==> src/rtl/music_beat_sequencer.sv <==
// music_beat_sequencer: beat index / song select sequencer for the tone ROMs.
// Beats are paced by dividing the system clock. Audio is muted outside PLAY.
// Optional feature macro: MUSIC_AUTO_ADVANCE_EN
//   defined   -> at song end, go to the next song after a silent gap.
//   undefined -> at song end, return to IDLE.
module music_beat_sequencer #(
    parameter int unsigned CLK_HZ        = 100_000_000,
    parameter int unsigned BEATS_PER_SEC = 8,
    parameter int unsigned BEAT_LAST     = 127,
    parameter int unsigned NUM_SONGS     = 2,
    parameter int unsigned GAP_BEATS     = 4
) (
    input  logic       clk,
    input  logic       rst_n,
    input  logic       play_pause,
    input  logic       stop,
    input  logic       next_song,
    output logic [7:0] ibeatNum,
    output logic [1:0] song_sel,
    output logic       beat_tick,
    output logic       playing,
    output logic       mute
);

    localparam int unsigned TICK_DIV = CLK_HZ / BEATS_PER_SEC;
    localparam int unsigned DIV_W    = $clog2(TICK_DIV);
    localparam int unsigned GAP_W    = (GAP_BEATS > 1) ? $clog2(GAP_BEATS) : 1;

`ifdef MUSIC_AUTO_ADVANCE_EN
    localparam bit AUTO_ADV = 1'b1;
`else
    localparam bit AUTO_ADV = 1'b0;
`endif

    typedef enum logic [1:0] {S_IDLE, S_PLAY, S_PAUSE, S_GAP} state_t;

    state_t             r_state;
    state_t             w_state_nxt;
    logic [DIV_W-1:0]   r_div_cnt;
    logic [GAP_W-1:0]   r_gap_cnt;
    logic [7:0]         r_beat;
    logic [1:0]         r_song;
    logic               r_beat_tick;

    logic               w_tick;
    logic               w_any_evt;
    logic               w_beat_last;
    logic               w_gap_end;
    logic [1:0]         w_song_inc;

    assign w_tick      = ((r_state == S_PLAY) || (r_state == S_GAP)) &&
                         (r_div_cnt == DIV_W'(TICK_DIV - 1));
    assign w_any_evt   = stop | next_song | play_pause;
    assign w_beat_last = (r_beat == 8'(BEAT_LAST));
    assign w_gap_end   = (r_gap_cnt == GAP_W'(GAP_BEATS - 1));
    assign w_song_inc  = (r_song == 2'(NUM_SONGS - 1)) ? 2'd0 : r_song + 2'd1;

    // State register
    always_ff @(posedge clk or negedge rst_n) begin
        if (!rst_n) r_state <= S_IDLE;
        else        r_state <= w_state_nxt;
    end

    // Next-state: button pulses (stop > next_song > play_pause) override beat ticks
    always_comb begin
        w_state_nxt = r_state;
        if (stop) begin
            w_state_nxt = S_IDLE;
        end else if (next_song) begin
            if (r_state == S_GAP) w_state_nxt = S_PLAY;
        end else if (play_pause) begin
            case (r_state)
                S_IDLE:  w_state_nxt = S_PLAY;
                S_PLAY:  w_state_nxt = S_PAUSE;
                S_PAUSE: w_state_nxt = S_PLAY;
                S_GAP:   w_state_nxt = S_PAUSE;
                default: w_state_nxt = S_IDLE;
            endcase
        end else if (w_tick) begin
            if (r_state == S_PLAY && w_beat_last)
                w_state_nxt = AUTO_ADV ? S_GAP : S_IDLE;
            else if (r_state == S_GAP && w_gap_end)
                w_state_nxt = S_PLAY;
        end
    end

    // Datapath: divider, beat index, song select, gap counter and tick pulse
    always_ff @(posedge clk or negedge rst_n) begin
        if (!rst_n) begin
            r_div_cnt   <= '0;
            r_gap_cnt   <= '0;
            r_beat      <= '0;
            r_song      <= '0;
            r_beat_tick <= 1'b0;
        end else begin
            // A tick coinciding with a button pulse is dropped; the pulse wins.
            r_beat_tick <= w_tick & ~w_any_evt;
            if (stop) begin
                r_div_cnt <= '0;
                r_gap_cnt <= '0;
                r_beat    <= '0;
            end else if (next_song) begin
                r_div_cnt <= '0;
                r_gap_cnt <= '0;
                r_beat    <= '0;
                r_song    <= w_song_inc;
            end else if (play_pause) begin
                // Pause/resume keep beat and divider phase; only a fresh start clears them.
                r_gap_cnt <= '0;
                if (r_state == S_IDLE) begin
                    r_div_cnt <= '0;
                    r_beat    <= '0;
                end
            end else begin
                case (r_state)
                    S_IDLE: begin
                        r_div_cnt <= '0;
                        r_gap_cnt <= '0;
                        r_beat    <= '0;
                    end
                    S_PLAY: begin
                        if (w_tick) begin
                            r_div_cnt <= '0;
                            if (w_beat_last) begin
                                r_beat <= '0;
                                if (AUTO_ADV) r_song <= w_song_inc;
                            end else begin
                                r_beat <= r_beat + 8'd1;
                            end
                        end else begin
                            r_div_cnt <= r_div_cnt + 1'b1;
                        end
                    end
                    S_GAP: begin
                        r_beat <= '0;
                        if (w_tick) begin
                            r_div_cnt <= '0;
                            r_gap_cnt <= w_gap_end ? '0 : r_gap_cnt + 1'b1;
                        end else begin
                            r_div_cnt <= r_div_cnt + 1'b1;
                        end
                    end
                    default: ; // PAUSE holds everything
                endcase
            end
        end
    end

    // Outputs decoded from registered state and datapath
    always_comb begin
        ibeatNum  = r_beat;
        song_sel  = r_song;
        beat_tick = r_beat_tick;
        playing   = (r_state == S_PLAY);
        mute      = (r_state != S_PLAY);
    end

endmodule

==> config.mk <==
export PLATFORM = sky130hd
export DESIGN_NAME = music_beat_sequencer
export DESIGN_NICKNAME = d
export VERILOG_FILES = /design/src/rtl/music_beat_sequencer.sv
export SDC_FILE = /design/constraint.sdc
export NUM_CORES = 1
export LEC_CHECK = 0
export ABC_AREA = 1
export ABC_CLOCK_PERIOD_IN_PS = 3500
export CAP_MARGIN = 20
export CORE_UTILIZATION = 40
export CTS_CLUSTER_DIAMETER = 50
export CTS_CLUSTER_SIZE = 25
export DETAILED_ROUTE_END_ITERATION = 12
export PLACE_DENSITY = 0.63
export SLEW_MARGIN = 20
export SYNTH_ARGS = -nofsm -noshare
export SYNTH_HDL_FRONTEND = slang
export SYNTH_SLANG_ARGS = --single-unit
==> constraint.sdc <==
create_clock -name clk -period 3.5 [get_ports clk]
set_clock_uncertainty 0.2 [all_clocks]
set_input_delay 0.875 -clock clk [delete_from_list [all_inputs] [get_ports clk]]
set_output_delay 0.875 -clock clk [all_outputs]
set_load 0.1 [all_outputs]
==> impl_metrics.ini, run 1 <==
[pwr]
power_leakage_uw = 0.001283
power_density_nw_per_um2 = 365.6
max-vdd-ir-drop_mv = 0.2529

[logic_synthesis]
synth.avg_cell_area_sq_um = 7.103
ys_seq_area_share_pct = 38.59
ys_seq_elements = 39
syn-num-nets = 367
synth_cell_types = 28
yosys_warnings = 0
synth_area_sq_um = 2529
syn-instance-count = 356

[clocking]
clk_latency_ps = 290
cts_made_buffers = 5
path_clk_slew_ps = 80
cts_max_level = 2
postCtsHoldBufs = 0
clockBufferDepth = 2
cts_resized = 0
clockRootBuffer = clkbuf_8
cts_tree = done
post_cts_buffers = 0
cts.sinks = 39

[setup_path]
rr_endpoint = r_div_cnt[18]$_DFFE_PN0P_
path_max_fanout = 16
rr_worst_depth = 9
end_kind = flop
r2r_start = r_state[1]$_DFFE_PN0P_
r2r_setup_slack_ps = 1150
cp-start-kind = primary input
required_ps = 3450
worst_path_most_repeated_cell = inv_2
critPathSlowestCell = clkdlybuf4s50_1
crit_type = primary input to flop
worstPathArrival_ps = 2600
cp-startpoint = next_song
crit_path_end = r_div_cnt[18]$_DFFE_PN0P_
cpPeakStageDelay_ps = 550
crit_chain = clkdlybuf4s50_1, inv_2, nand2_2, nor2_2, nand2_4, inv_2, a21oi_2, nor2_1

[routing]
drtAntennaViolNets = 0
drtPass1Iterations = 4
drc = 0
num_vias = 2256
routed_via_density = 4.969
wl_mm = 5.644
drtIter0Drc = 77
post_drt_wl_per_cell_microns = 12.43

[cells_and_area]
final_cell_mix = nand2_1, nor2_1, inv_1
final_common_cell = nand2_1
stdcell_count = 454
areaGrowthSynthToFinish_pct = 12.96
antenna_cells = 0
drive_above_1_share_pct = 13.19
fillers = 639
nets = 389
final_core_util_pct = 47.40

[place]
dp_hpwl_mm = 4.290
place_inst = 446
routabilityCongestion = 0.8588
io_buffers = 17

[die]
initial_core_util_pct = 41.96
die_h_microns = 81.51
rows = 28
core_area_sq_um = 6026
die_x_microns = 81.51
top_level_ports = 18
die_area_sq_um = 6644

[global_route]
grt_pass1_wl_mm = 9.867
grt_start_max_net_pins = 40
grtUsageTotal_pct = 19.47
antenna_found_initial = 0
grt_overflow = 0
grt_pass1_vias = 2157

[timing]
fin_crit_ps = 2648
fmax_ghz = 0.3777
hold_violations = 0
period_share_pct = 75.66
worst_slew_margin_rel_pct = 41.88
final-max-slew-violation-count = 0
tns_ps = 0
worstMarginPinSlew_ps = 871.9
finalSetupViolations = 0
rsz0062_at_grt = false

[hold_path]
hold_path.class = flop to flop

[run]
maxCapViolCount = 0

[outcome]
status = finished clean
[per-stage QoR]
step	power, uW	instance area [sq um]	worst slack (ps)	hold WS [ps]
5_1_grt	1095	2856	755.4	351.9
4_1_cts	1062	2856	855.3	300.2
3_5_place_dp	666.7	2739	537.4	279.9
6_report	1044	2856	852.1	296.0
3_3_place_gp	665.9	2739	612.3	278.3
2_1_floorplan	620.0	2529	110.6	277.2
[worst min-delay path by stage]
stage	endpoint	cells past startpoint	from	slack, ps
finish	song_sel[1]$_DFFE_PN0P_	2	song_sel[1]$_DFFE_PN0P_	300
global route	song_sel[1]$_DFFE_PN0P_	2	song_sel[1]$_DFFE_PN0P_	350
CTS	song_sel[1]$_DFFE_PN0P_	2	song_sel[1]$_DFFE_PN0P_	300
detailed placement	song_sel[1]$_DFFE_PN0P_	2	song_sel[1]$_DFFE_PN0P_	280
global placement	song_sel[1]$_DFFE_PN0P_	2	song_sel[1]$_DFFE_PN0P_	280
floorplan	r_state[1]$_DFFE_PN0P_	2	r_state[1]$_DFFE_PN0P_	280
[synth_stat cells]
cell type / n / area [sq um]
nand2_1: 89 / 334.1
nor2_1: 52 / 195.2
inv_1: 43 / 161.4
dfrtp_1: 39 / 975.9
nand3_1: 35 / 175.2
nor3_1: 16 / 80.08
xor2_1: 12 / 105.1
o21ai_0: 11 / 55.05
a21oi_1: 9 / 45.04
nand2_2: 7 / 43.79
nand4_1: 7 / 43.79
ha_1: 6 / 75.07
nor2_2: 5 / 31.28
inv_2: 4 / 15.01
a21oi_2: 3 / 26.28
nand2_4: 3 / 33.78
nor2_4: 3 / 33.78
o31ai_1: 2 / 15.01
a21oi_4: 1 / 16.27
a31oi_1: 1 / 6.260
and3_1: 1 / 6.260
buf_2: 1 / 5.000
buf_6: 1 / 11.26
nand3_2: 1 / 10.01
nand3b_1: 1 / 7.510
nor3_2: 1 / 10.01
o21ai_1: 1 / 5.000
or2_1: 1 / 6.260
[flip-flops by register name, indices dropped and copies added, names as in the netlist]
| register | count |
|---|---|
| r_div_cnt | 24 |
| ibeatNum | 8 |
| r_state | 2 |
| beat_tick | 1 |
| song_sel | 2 |
| r_gap_cnt | 2 |
[logic make-up (layout without fill, tap and decap cells)]
kind of cell | count (synthesis) | after routing | share of synthesized area (%)
buf+inv | 49 | 72 | 7.619
compound gates | 28 | 28 | 6.680
flops | 39 | 39 | 38.59
simple gates | 222 | 222 | 39.98
fa+ha+maj | 6 | 6 | 2.969
xor+xnor | 12 | 12 | 4.156
[layout make-up]
class	count	area [sq um]	share of cell area (%)
clock buffer	6	82.58	2.891
clock inverter	2	35.03	1.226
inverter	47	176.4	6.176
multi-input combinational	268	1360	47.61
sequential	39	975.9	34.17
tap	75	93.84	3.285
timing repair buffer	17	132.6	4.643
[power breakdown]
part	internal [uW]	switching [uW]	total (uW)
Combinational	38.4	150	188
Sequential	460	7.65	468
Clock	231	158	388
[layer usage]
metal / vias up / GRT usage [%] / part of all wire [%]
li1: 1175 / - / -
met1: 1036 / 27.00 / 50
met2: 41 / 31.00 / 45
met3: 4 / 3.667 / 4.3
met4: 0 / 4.821 / 0.74
met5: - / 0 / 0
[critical path, delay by kind of cell]
family | cells | cell delay (ps)
AOI/OAI and AO/OA | 1 | 490
buffers and inverters | 3 | 770
and+or+nand+nor | 4 | 440
No activity file was read; power rests on OpenSTA's default activity.
==> run 2: changes to the inputs <==
ABC_CLOCK_PERIOD_IN_PS = 2300   (was 3500)
PLACE_DENSITY = 0.65   (was 0.63)
clock period = 2.3 ns   (was 3.5 ns; I/O delays follow)
==> impl_metrics.ini, run 2 (synthesis results as in run 1) <==
[pwr]
max-vdd-ir-drop_mv = 0.5444
power_density_nw_per_um2 = 524.0
total_power_uw = 1650
power_leakage_uw = 0.001389

[clocking]
path_clk_slew_ps = 80
clockBufferDepth = 2
cts_tree = done
clk_latency_ps = 300
cts_max_level = 2
cts.sinks = 39
post_cts_buffers = 0
postCtsHoldBufs = 0
cts_resized = 0
cts_made_buffers = 5
clockRootBuffer = clkbuf_8

[cells_and_area]
seq_area_sq_um = 975.9
areaGrowthSynthToFinish_pct = 24.54
multi_input_area_sq_um = 1404
nets = 403
top_register = r_div_cnt
final_cell_mix = nand2_1, nor2_1, inv_1
drive_above_1_share_pct = 18.58
antenna_cells = 0
fillers = 600
final_common_cell = nand2_1
stdcell_count = 468
largest_reg_flops = 24
final_core_util_pct = 52.26

[run]
maxCapViolCount = 0

[routing]
drtIter0Drc = 158
num_vias = 2410
wl_mm = 6.062
drtPass1Iterations = 4
post_drt_wl_per_cell_microns = 12.95
drc = 0
drtAntennaViolNets = 0
routed_via_density = 5.150

[timing]
rsz0062_at_grt = false
tns_ps = 0
whs_ps = 115.1
finalSetupViolations = 0
period_share_pct = 92.79
hold_violations = 0
worstMarginPinSlew_ps = 501.3
final-max-slew-violation-count = 0
fmax_ghz = 0.4686
worst_slew_margin_rel_pct = 66.58
fin_crit_ps = 2134

[die]
die_area_sq_um = 6644
rows = 28
die_x_microns = 81.51
core_area_sq_um = 6026
die_h_microns = 81.51
top_level_ports = 18
initial_core_util_pct = 41.96

[setup_path]
rr_endpoint = r_div_cnt[22]$_DFFE_PN0P_
worstPathArrival_ps = 1360
r2r_setup_slack_ps = 210
required_ps = 1520
end_kind = primary output
crit_type = flop to primary output
r2r_start = r_state[1]$_DFFE_PN0P_
path_max_fanout = 4
rr_worst_depth = 11
cp-start-kind = flop

[place]
place_inst = 460
dp_hpwl_mm = 4.669
routabilityCongestion = 0.9399
io_buffers = 17

[global_route]
grt_pass1_vias = 2249
grt_pass1_wl_mm = 10.27
grt_start_max_net_pins = 40
grtUsageTotal_pct = 20.50
grt_overflow = 0
antenna_found_initial = 0

[hold_path]
hold_path.class = primary input to asynchronous set/reset pin

[outcome]
status = finished clean
-- run 2: changes by cell type in the layout (fill, tap and decap cells not counted), sizes merged --
| cell | delta |
|---|---|
| buf | +14 |
| inv | -1 |
| clkinvlp | +1 |
-- run 2: how the worst max path moves through the flow --
stage | from | endpoint | slack, ps | depth (start not counted)
2_1_floorplan | r_state[1]$_DFFE_PN0P_ | ibeatNum[5]$_DFFE_PN0P_ | -280 | 11
3_3_place_gp | stop | ibeatNum[3]$_DFFE_PN0P_ | 20 | 9
3_5_place_dp | stop | r_div_cnt[22]$_DFFE_PN0P_ | -40 | 10
4_1_cts | r_state[1]$_DFFE_PN0P_ | mute | 160 | 4
5_1_grt | r_state[1]$_DFFE_PN0P_ | r_div_cnt[17]$_DFFE_PN0P_ | 80 | 12
6_report | r_state[1]$_DFFE_PN0P_ | mute | 170 | 4
-- run 2: area by class of cell --
type,instances,area share (%)
Sequential cell,39,30.99
Timing Repair Buffer,31,11.92
Clock inverter,2,1.112
Multi-Input combinational cell,268,44.58
Tap cell,75,2.980
Inverter,47,5.801
Clock buffer,6,2.622
-- run 2: critical path, stage by stage, from the launching register on --
cell	delay (ps)
dfrtp_1	420
inv_2	90
ha_4	180
clkinvlp_4	170
buf_12	200
-- run 2: routing by layer --
metal	global-route usage (%)	wire length (microns)	up-vias
met5	0	0	-
met4	8.750	133	0
li1	-	-	1213
met3	3.889	276	12
met2	32.83	2782	71
met1	26.85	2870	1114
-- run 2: power by group --
part	total, uW	switching [uW]	internal [uW]
clock network	596	245	351
logic	339	241	97.6
registers	715	15.1	700
-- run 2: per-stage QoR --
| stage | cell area (sq um) | setup slack, ps |
|---|---|---|
| finish | 3149 | 165.8 |
| global route | 3149 | 75.92 |
| CTS | 3149 | 156.8 |
| detailed placement | 3032 | -36.46 |
| global placement | 3032 | 20.36 |
| floorplan | 2585 | -279.4 |
==> run 3: changes to the inputs <==
CTS_CLUSTER_DIAMETER = 30   (was 50)
PLACE_DENSITY = default   (was 0.65)
==> impl_metrics.ini, run 3 (synthesis results as in run 1) <==
[clocking]
clk_latency_ps = 290
clockRootBuffer = clkbuf_8
postCtsHoldBufs = 0
clockBufferDepth = 2
path_clk_slew_ps = 80
cts_resized = 0
cts_tree = done
cts_made_buffers = 5
post_cts_buffers = 0
cts.sinks = 39
cts_max_level = 2

[timing]
final-max-slew-violation-count = 0
worstMarginPinSlew_ps = 504.7
fmax_ghz = 0.4680
worst_slew_margin_rel_pct = 66.35
finalSetupViolations = 0
hold_violations = 0
fin_crit_ps = 2137
setup_ws_ps = 163.4
rsz0062_at_grt = false
period_share_pct = 92.90

[setup_path]
path_max_fanout = 4
r2r_start = r_state[1]$_DFFE_PN0P_
worstPathArrival_ps = 1360
required_ps = 1520
end_kind = primary output
r2r_setup_slack_ps = 180
crit_type = flop to primary output
cp-start-kind = flop
rr_endpoint = r_div_cnt[14]$_DFFE_PN0P_
rr_worst_depth = 11

[place]
io_buffers = 17
dp_hpwl_mm = 4.556
routabilityCongestion = 0.8772
pre_cts_slack_ps = -30.64

[routing]
routed_via_density = 4.974
num_vias = 2328
wl_mm = 5.965
drc = 0
post_drt_wl_per_cell_microns = 12.75
drtAntennaViolNets = 0
drtIter0Drc = 141
drtPass1Iterations = 4

[pwr]
max-vdd-ir-drop_mv = 0.6001
power_density_nw_per_um2 = 501.2
switching_share_pct = 31.62
pwr-share-seq_pct = 45.5
power_leakage_uw = 0.001379
power.share.clock_pct = 32.8
p_int_uw = 1073
comb_power_share_pct = 21.8
switching_power_uw = 496.2

[die]
top_level_ports = 18
core_area_sq_um = 6026
die_x_microns = 81.51
die_area_sq_um = 6644
rows = 28
initial_core_util_pct = 41.96
die_h_microns = 81.51

[cells_and_area]
largest_reg_flops = 24
drive_above_1_share_pct = 18.32
top_register = r_div_cnt
fillers = 614
seq_area_sq_um = 975.9
final_cell_mix = nand2_1, nor2_1, inv_1
nets = 403
final_common_cell = nand2_1
areaGrowthSynthToFinish_pct = 23.85
antenna_cells = 0
final_core_util_pct = 51.97
multi_input_area_sq_um = 1404

[run]
maxCapViolCount = 0

[global_route]
grtUsageMet2_pct = 32.33
grtUsageTotal_pct = 20.16
grt_overflow = 0
antenna_found_initial = 0
grt.met3_usage_pct = 3.556
grt_start_max_net_pins = 40
use_met1_pct = 27.02
grt_pass1_wl_mm = 10.18
top_usage_layer = met2
grt_pass1_vias = 2191

[outcome]
status = finished clean

[hold_path]
hold_path.class = primary input to asynchronous set/reset pin
run 3: changes by cell type in the layout (fill, tap and decap cells not counted), sizes merged:
cell    previous run  this run
clkinv             1         0
bufinv             1         0
clkbuf             6         8
run 3: per-layer routing:
metal / wire length (microns) / vias up
met4: 128 / 0
met2: 2694 / 46
met1: 2887 / 1066
met5: 0 / -
li1: - / 1202
met3: 255 / 14
run 3: worst max path at each step:
| stage | slack [ps] | endpoint | start |
|---|---|---|---|
| floorplan | -280 | ibeatNum[5]$_DFFE_PN0P_ | r_state[1]$_DFFE_PN0P_ |
| global placement | -20 | r_div_cnt[14]$_DFFE_PN0P_ | stop |
| detailed placement | -30 | r_div_cnt[14]$_DFFE_PN0P_ | play_pause |
| CTS | 160 | mute | r_state[1]$_DFFE_PN0P_ |
| global route | 60 | r_div_cnt[14]$_DFFE_PN0P_ | r_state[1]$_DFFE_PN0P_ |
| finish | 160 | mute | r_state[1]$_DFFE_PN0P_ |
run 3: worst max-delay path, stage by stage, from the launching register on:
cell        delay, ps
dfrtp_1           420
inv_2              90
ha_4              180
clkinvlp_4        170
buf_12            210
run 3: area by class of cell:
cell class,instances,share of cell area (%)
well taps,75,2.996
flip-flops and latches,39,31.16
clock buffers,8,3.196
repair buffers,31,11.99
multi-input cells,268,44.83
inverters,47,5.833
run 3: through the flow:
step	std cells	power [uW]	instance area (sq um)	setup TNS, ps	hold slack (ps)
final	468	1569	3132	0	120.2
after global routing	468	1627	3132	0	194.9
after CTS	468	1582	3132	0	154.4
after detailed placement	460	1071	3032	-40.05	291.7
after global placement	460	1070	3032	-24.32	284.3
after floorplan	356	957.1	2585	-7320	79.41
run 3: power groups by stage:
stage / combinational [uW] / clock (uW) / sequential (uW)
CTS: 344 / 524 / 713
floorplan: 158 / 0 / 799
global route: 365 / 546 / 716
finish: 342 / 514 / 714
detailed placement: 344 / 0 / 727
global placement: 343 / 0 / 727
